--- src/rtl/hvac_pkg.sv ---
// Shared state encodings, mode constants and widths for the HVAC plant sequencer.
package hvac_pkg;

    localparam int unsigned STATE_W = 3;
    localparam int unsigned RUN_W   = 8;

    typedef enum logic [STATE_W-1:0] {
        IDLE     = 3'd0,
        FAN_PRE  = 3'd1,
        HEAT     = 3'd2,
        COOL     = 3'd3,
        FAN_POST = 3'd4,
        REST     = 3'd5
    } state_t;

    localparam logic MODE_HEAT = 1'b0;
    localparam logic MODE_COOL = 1'b1;

    // Saturating increment for the status run counter.
    function automatic logic [RUN_W-1:0] sat_inc(input logic [RUN_W-1:0] v);
        return (v == {RUN_W{1'b1}}) ? v : v + RUN_W'(1);
    endfunction

endpackage

--- src/rtl/hvac_phase_timer.sv ---
// Phase timer: counts cycles within a state and flags the last cycle of a phase.
module hvac_phase_timer #(
    parameter int unsigned CNT_W = 8
) (
    input  logic             clk,
    input  logic             rst,
    input  logic             clr,
    input  logic             en,
    input  logic [CNT_W-1:0] len,
    output logic             done_c
);

    logic [CNT_W-1:0] cnt;

    assign done_c = (cnt == len - CNT_W'(1));

    // Holds at the terminal count so done stays asserted until the next clear.
    always_ff @(posedge clk or posedge rst) begin
        if (rst) begin
            cnt <= '0;
        end else if (clr) begin
            cnt <= '0;
        end else if (en && !done_c) begin
            cnt <= cnt + CNT_W'(1);
        end
    end

endmodule

--- src/rtl/hvac_sequencer.sv ---
// HVAC plant sequencer: fan pre/post run, minimum on/off times and heat/cool
// mutual exclusion between the thermostat requests and the plant enables.
module hvac_sequencer
    import hvac_pkg::*;
#(
    parameter int unsigned FAN_LEAD = 2,
    parameter int unsigned MIN_ON   = 8,
    parameter int unsigned FAN_LAG  = 4,
    parameter int unsigned MIN_OFF  = 6,
    parameter int unsigned CNT_W    = 8
) (
    input  logic               clk,
    input  logic               rst,
    input  logic               enable,
    input  logic               heat_req,
    input  logic               cool_req,
    output logic               heater_on,
    output logic               cooler_on,
    output logic               fan_on,
    output logic               lockout,
    output logic [STATE_W-1:0] state,
    output logic [RUN_W-1:0]   run_count
);

    state_t           state_q;
    state_t           state_n;
    logic             mode;
    logic             req_valid_c;
    logic             own_req_c;
    logic             opp_req_c;
    logic             timed_c;
    logic             tmr_done_c;
    logic [CNT_W-1:0] len_c;

    assign state       = state_q;
    assign req_valid_c = enable && (heat_req ^ cool_req);

    // Phase length and timer enable for the current state.
    always_comb begin
        len_c   = '0;
        timed_c = 1'b1;
        case (state_q)
            FAN_PRE:     len_c = CNT_W'(FAN_LEAD);
            HEAT, COOL:  len_c = CNT_W'(MIN_ON);
            FAN_POST:    len_c = CNT_W'(FAN_LAG);
            REST:        len_c = CNT_W'(MIN_OFF);
            default:     timed_c = 1'b0;
        endcase
    end

    hvac_phase_timer #(.CNT_W(CNT_W)) u_timer (
        .clk    (clk),
        .rst    (rst),
        .clr    (state_n != state_q),
        .en     (timed_c),
        .len    (len_c),
        .done_c (tmr_done_c)
    );

    always_ff @(posedge clk or posedge rst) begin
        if (rst) begin
            state_q <= IDLE;
        end else begin
            state_q <= state_n;
        end
    end

    // Next-state logic; HEAT and COOL never connect directly.
    always_comb begin
        state_n   = state_q;
        own_req_c = (mode == MODE_HEAT) ? heat_req : cool_req;
        opp_req_c = (mode == MODE_HEAT) ? cool_req : heat_req;
        case (state_q)
            IDLE: begin
                if (req_valid_c) state_n = FAN_PRE;
            end
            FAN_PRE: begin
                if (!enable || !own_req_c || opp_req_c) state_n = IDLE;
                else if (tmr_done_c) state_n = (mode == MODE_COOL) ? COOL : HEAT;
            end
            HEAT: begin
                if (!enable) state_n = FAN_POST;
                else if (tmr_done_c && (!heat_req || cool_req)) state_n = FAN_POST;
            end
            COOL: begin
                if (!enable) state_n = FAN_POST;
                else if (tmr_done_c && (!cool_req || heat_req)) state_n = FAN_POST;
            end
            FAN_POST: begin
                if (tmr_done_c) state_n = REST;
            end
            REST: begin
                if (tmr_done_c) state_n = IDLE;
            end
            default: state_n = IDLE;
        endcase
    end

    // Outputs decoded from the next state so they move on the same edge as state.
    always_ff @(posedge clk or posedge rst) begin
        if (rst) begin
            heater_on <= 1'b0;
            cooler_on <= 1'b0;
            fan_on    <= 1'b0;
            lockout   <= 1'b0;
            mode      <= MODE_HEAT;
            run_count <= '0;
        end else begin
            heater_on <= (state_n == HEAT);
            cooler_on <= (state_n == COOL);
            fan_on    <= (state_n == FAN_PRE) || (state_n == HEAT) ||
                         (state_n == COOL)    || (state_n == FAN_POST);
            lockout   <= (state_n == REST);
            if (state_q == IDLE && state_n == FAN_PRE) begin
                mode <= cool_req ? MODE_COOL : MODE_HEAT;
            end
            if (state_q == FAN_PRE && (state_n == HEAT || state_n == COOL)) begin
                run_count <= sat_inc(run_count);
            end
        end
    end

endmodule

--- config.mk ---
export PLATFORM = sky130hd
export DESIGN_NAME = hvac_sequencer
export DESIGN_NICKNAME = d
export VERILOG_FILES = /design/src/rtl/hvac_pkg.sv /design/src/rtl/hvac_phase_timer.sv /design/src/rtl/hvac_sequencer.sv
export SDC_FILE = /design/constraint.sdc
export NUM_CORES = 1
export LEC_CHECK = 0
export CAP_MARGIN = 0
export CORE_ASPECT_RATIO = 1.25
export CORE_MARGIN = 3
export CORE_UTILIZATION = 40
export CTS_BUF_LIST = sky130_fd_sc_hd__clkbuf_4
export CTS_CLUSTER_SIZE = 10
export DETAILED_ROUTE_END_ITERATION = 8
export GPL_ROUTABILITY_DRIVEN = 0
export PLACE_DENSITY_LB_ADDON = 0.25
export SLEW_MARGIN = 25
export SYNTH_ARGS = -nofsm -noshare
export SYNTH_HDL_FRONTEND = slang
export SYNTH_SLANG_ARGS = --single-unit
--- constraint.sdc ---
create_clock -name clk -period 2.6 [get_ports clk]
set_input_delay 0.26 -clock clk [delete_from_list [all_inputs] [get_ports clk]]
set_output_delay 0.26 -clock clk [all_outputs]
set_load 0.02 [all_outputs]
==> results.md <==
* Status: completed
* Nets at 200
* Max-Cap Viols at 0
* Clock sink total at 24
* CP Class: reg -> reg
* R2R setup slack at 130 ps
* Critical path peak fanout at 8
* Max stage delay on crit path at 460 ps
* Total buffers and inverters traversed by the critical path at 1
* Post-DP HPWL at 2.46 mm
* Avg WL per Cell at 14.7 um
* Number of diodes at 0
* CP Data Arrival Time at 2700 ps
* Final cell count without fillers at 226
* Final period util at 94.9%
* Max-slew headroom at 41.6%
* Sequential Area at 602 sq um
* Most frequent cells in the layout: dfrtp_1, clkdlybuf4s50_1, nor2_1
* Final antenna-violating net count at 0
* Switching part of the total at 35.3%
* VDD IR max at 0.284 mV
* CP Capture Type: flop
* Seq/Total Area, Yosys at 40.3%
* Tot GR Track Use at 15.0%
* Grt ovf at 0
* CP Cell Sequence: ha_1 -> xnor2_1 -> nor4b_2 -> a31oi_4 -> o21ba_2 -> a211oi_4 -> buf_4 -> and2b_2
* Design internal power at 0.739 mW
* Final instance area at 1920 sq um
* Reg-to-Reg Start: state[1]
* Die ar. at 4490 sq um
* Worst endpoint required time at 2830 ps
* First-pass GRT wire length at 5.35 mm
* Setup TNS at 0 ps
* Pwr dens at 597 nW/um^2
* Mapped Area at 1490 sq um
* Crit-path leading delay family: compound AO/OA/AOI/OAI gates
* Routed vias/inst at 5.51
* Leakage at 0.845 nW
* Synthesized area per cell at 9.86 sq um
* Most common cell after layout, fill and taps aside: dfrtp_1
* Number of remaining DRC errors at 0
* Starting Density at 42.0%
* Row count at 24
* Die Width at 60.6 um
* Crit path time final at 2470 ps
* Total wire length at 3.31 mm
* CTS Buf Count at 3
* Vias in the first global route at 1262
* CTS H-tree depth at 1
* Share of cells above drive strength 1 at 19.3%
* Clk slew on worst S/H paths at 150 ps
* Cells after DPL at 219
* Area Overhead vs Synth at 28.7%
* Synth warnings at 0
* Seq cells post-synth at 24
* Clk_lat worst skew at 330 ps
* Pwr Total at 1.14 mW
* Worst-Margin Slew at 876 ps
* FF-to-FF path depth at 8
* Root buffer cell: clkbuf_4
* Reg power frac at 40.6%
* Placed inst area at 1810 sq um
* Sw Pwr at 0.404 mW
* Area of the multi-input gates at 876 sq um
* Comb power frac at 35.0%
* FF-to-FF End: heater_on
* Cell count after synthesis at 151
* Cell variety after synth at 45
* Startpoint types: flop
* Slowest cell on the critical path: dfrtp_2
* Max-slew violations at 0
* Fillers at 321
* Violation count after the first detailed-route iteration at 31
* # IOs at 20
* Fmax at 0.405 GHz
* RSZ-0062 raised after global routing: false
* CTS tree: done
* Final Hold Viols at 0
* Die height at 74.2 um
* # setup viols final at 0
* Drt pass-1 iters at 4
* Syn nets at 163
* IO Port Bufs at 19
* CORE AREA at 3540 sq um
* Largest net degree at the start of global routing at 25
* CTS Buffer Depth at 2
* Final Skew at 9.28 ps
* Antenna violations before repair at 0
* Clock network power share at 24.4%
* Vias at 1246
* Hold crit path type: in -> async
-- kinds of logic after synthesis --
logic type / after synthesis / share of synthesized area, %
flip-flops: 24 / 40.3
AO/OA/AOI/OAI: 29 / 16.6
adder cells (fa/ha/maj): 7 / 5.88
AND/OR/NAND/NOR: 60 / 22.4
XOR/XNOR: 19 / 11.2
buffers and inverters: 11 / 2.94
multiplexers: 1 / 0.756
-- metal layers --
layer	global-route usage (%)	vias to the layer above	routed length, um
met1	17.3	610	1390
met4	3.37	0	42
met3	2.08	4	44
met2	28.7	19	1830
li1	-	613	-
met5	0	-	0
-- layout make-up --
class,count,share of cell area (%)
multi-input combinational,116,45.7
sequential,24,31.4
timing repair buffer,34,15.8
tap,39,2.55
inverter,9,1.76
clock inverter,1,1.57
clock buffer,3,1.18
-- how the worst max path moves through the flow --
stage | from | endpoint | cells after the start
6_report | state[1] | heater_on | 8
5_1_grt | state[1] | fan_on | 9
4_1_cts | state[1] | fan_on | 8
3_5_place_dp | cool_req | run_count[5] | 8
3_3_place_gp | cool_req | run_count[3] | 8
2_1_floorplan | state[2] | run_count[3] | 9
-- per-stage QoR --
stage               setup WS (ps)  hold WS, ps  utilization (%)
global route                 45.7          469             54.1
detailed placement           15.5          491             51.0
floorplan                    81.6          275                -
finish                        132          396             54.1
CTS                          42.0          439             52.5
global placement              119          483             51.0
-- sequential cells by signal, indices dropped and copies added, names as in the netlist --
register / count
mode: 1
cooler_on: 1
u_timer.cnt: 8
lockout: 1
state: 3
heater_on: 1
fan_on: 1
run_count: 8
-- worst reg2reg max path, cell delays in order (launching register included) --
cell and delay, ps:
dfrtp_2 460, ha_1 220, xnor2_1 190, nor4b_2 430, a31oi_4 120, o21ba_2 300, a211oi_4 290, buf_4 170
and2b_2 200
-- power by group through the flow --
stage | registers [mW] | logic, mW | clock network [mW]
after floorplan | 0.477 | 0.241 | 0
after global placement | 0.471 | 0.365 | 0
after detailed placement | 0.473 | 0.371 | 0
after CTS | 0.465 | 0.373 | 0.277
after global routing | 0.469 | 0.439 | 0.295
final | 0.464 | 0.400 | 0.279
-- synth_stat cells (all sizes together) --
library cell / number / share of area, %
dfrtp: 24 / 40
o31ai: 3 / 1.5
ha: 7 / 5.9
nor2: 16 / 4.0
or3: 1 / 0.42
and4: 1 / 0.59
nand3: 5 / 1.7
nor3: 5 / 1.7
a31oi: 2 / 1.3
o21ai: 8 / 2.9
o221ai: 1 / 1.0
nor2b: 2 / 0.84
o32ai: 1 / 0.59
nand2b: 3 / 1.3
nand3b: 1 / 0.50
xor2: 7 / 4.1
o211ai: 2 / 1.9
a22oi: 1 / 0.50
a311oi: 1 / 0.59
o22ai: 1 / 0.42
or2: 1 / 0.42
o41a: 1 / 0.76
nor4: 1 / 1.4
a32oi: 1 / 0.59
nand4: 3 / 1.3
and4b: 1 / 0.67
inv: 9 / 2.3
xnor2: 12 / 7.1
and2: 1 / 0.50
nor4b: 1 / 0.59
buf: 2 / 0.67
nand2: 9 / 2.3
a21oi: 4 / 1.8
and2b: 1 / 0.59
or4: 2 / 1.0
and3: 6 / 2.6
mux2: 1 / 0.76
o21ba: 1 / 0.67
a211oi: 1 / 1.3
o31a: 1 / 0.59
-- repair_timing --
action,in CTS,in global routing
endpoints found under the hold margin,0,0
resized for setup,0,5
hold buffers,0,0
setup buffers,0,3
setup endpoints to repair,0,17
(Power assumes the default switching activity.)
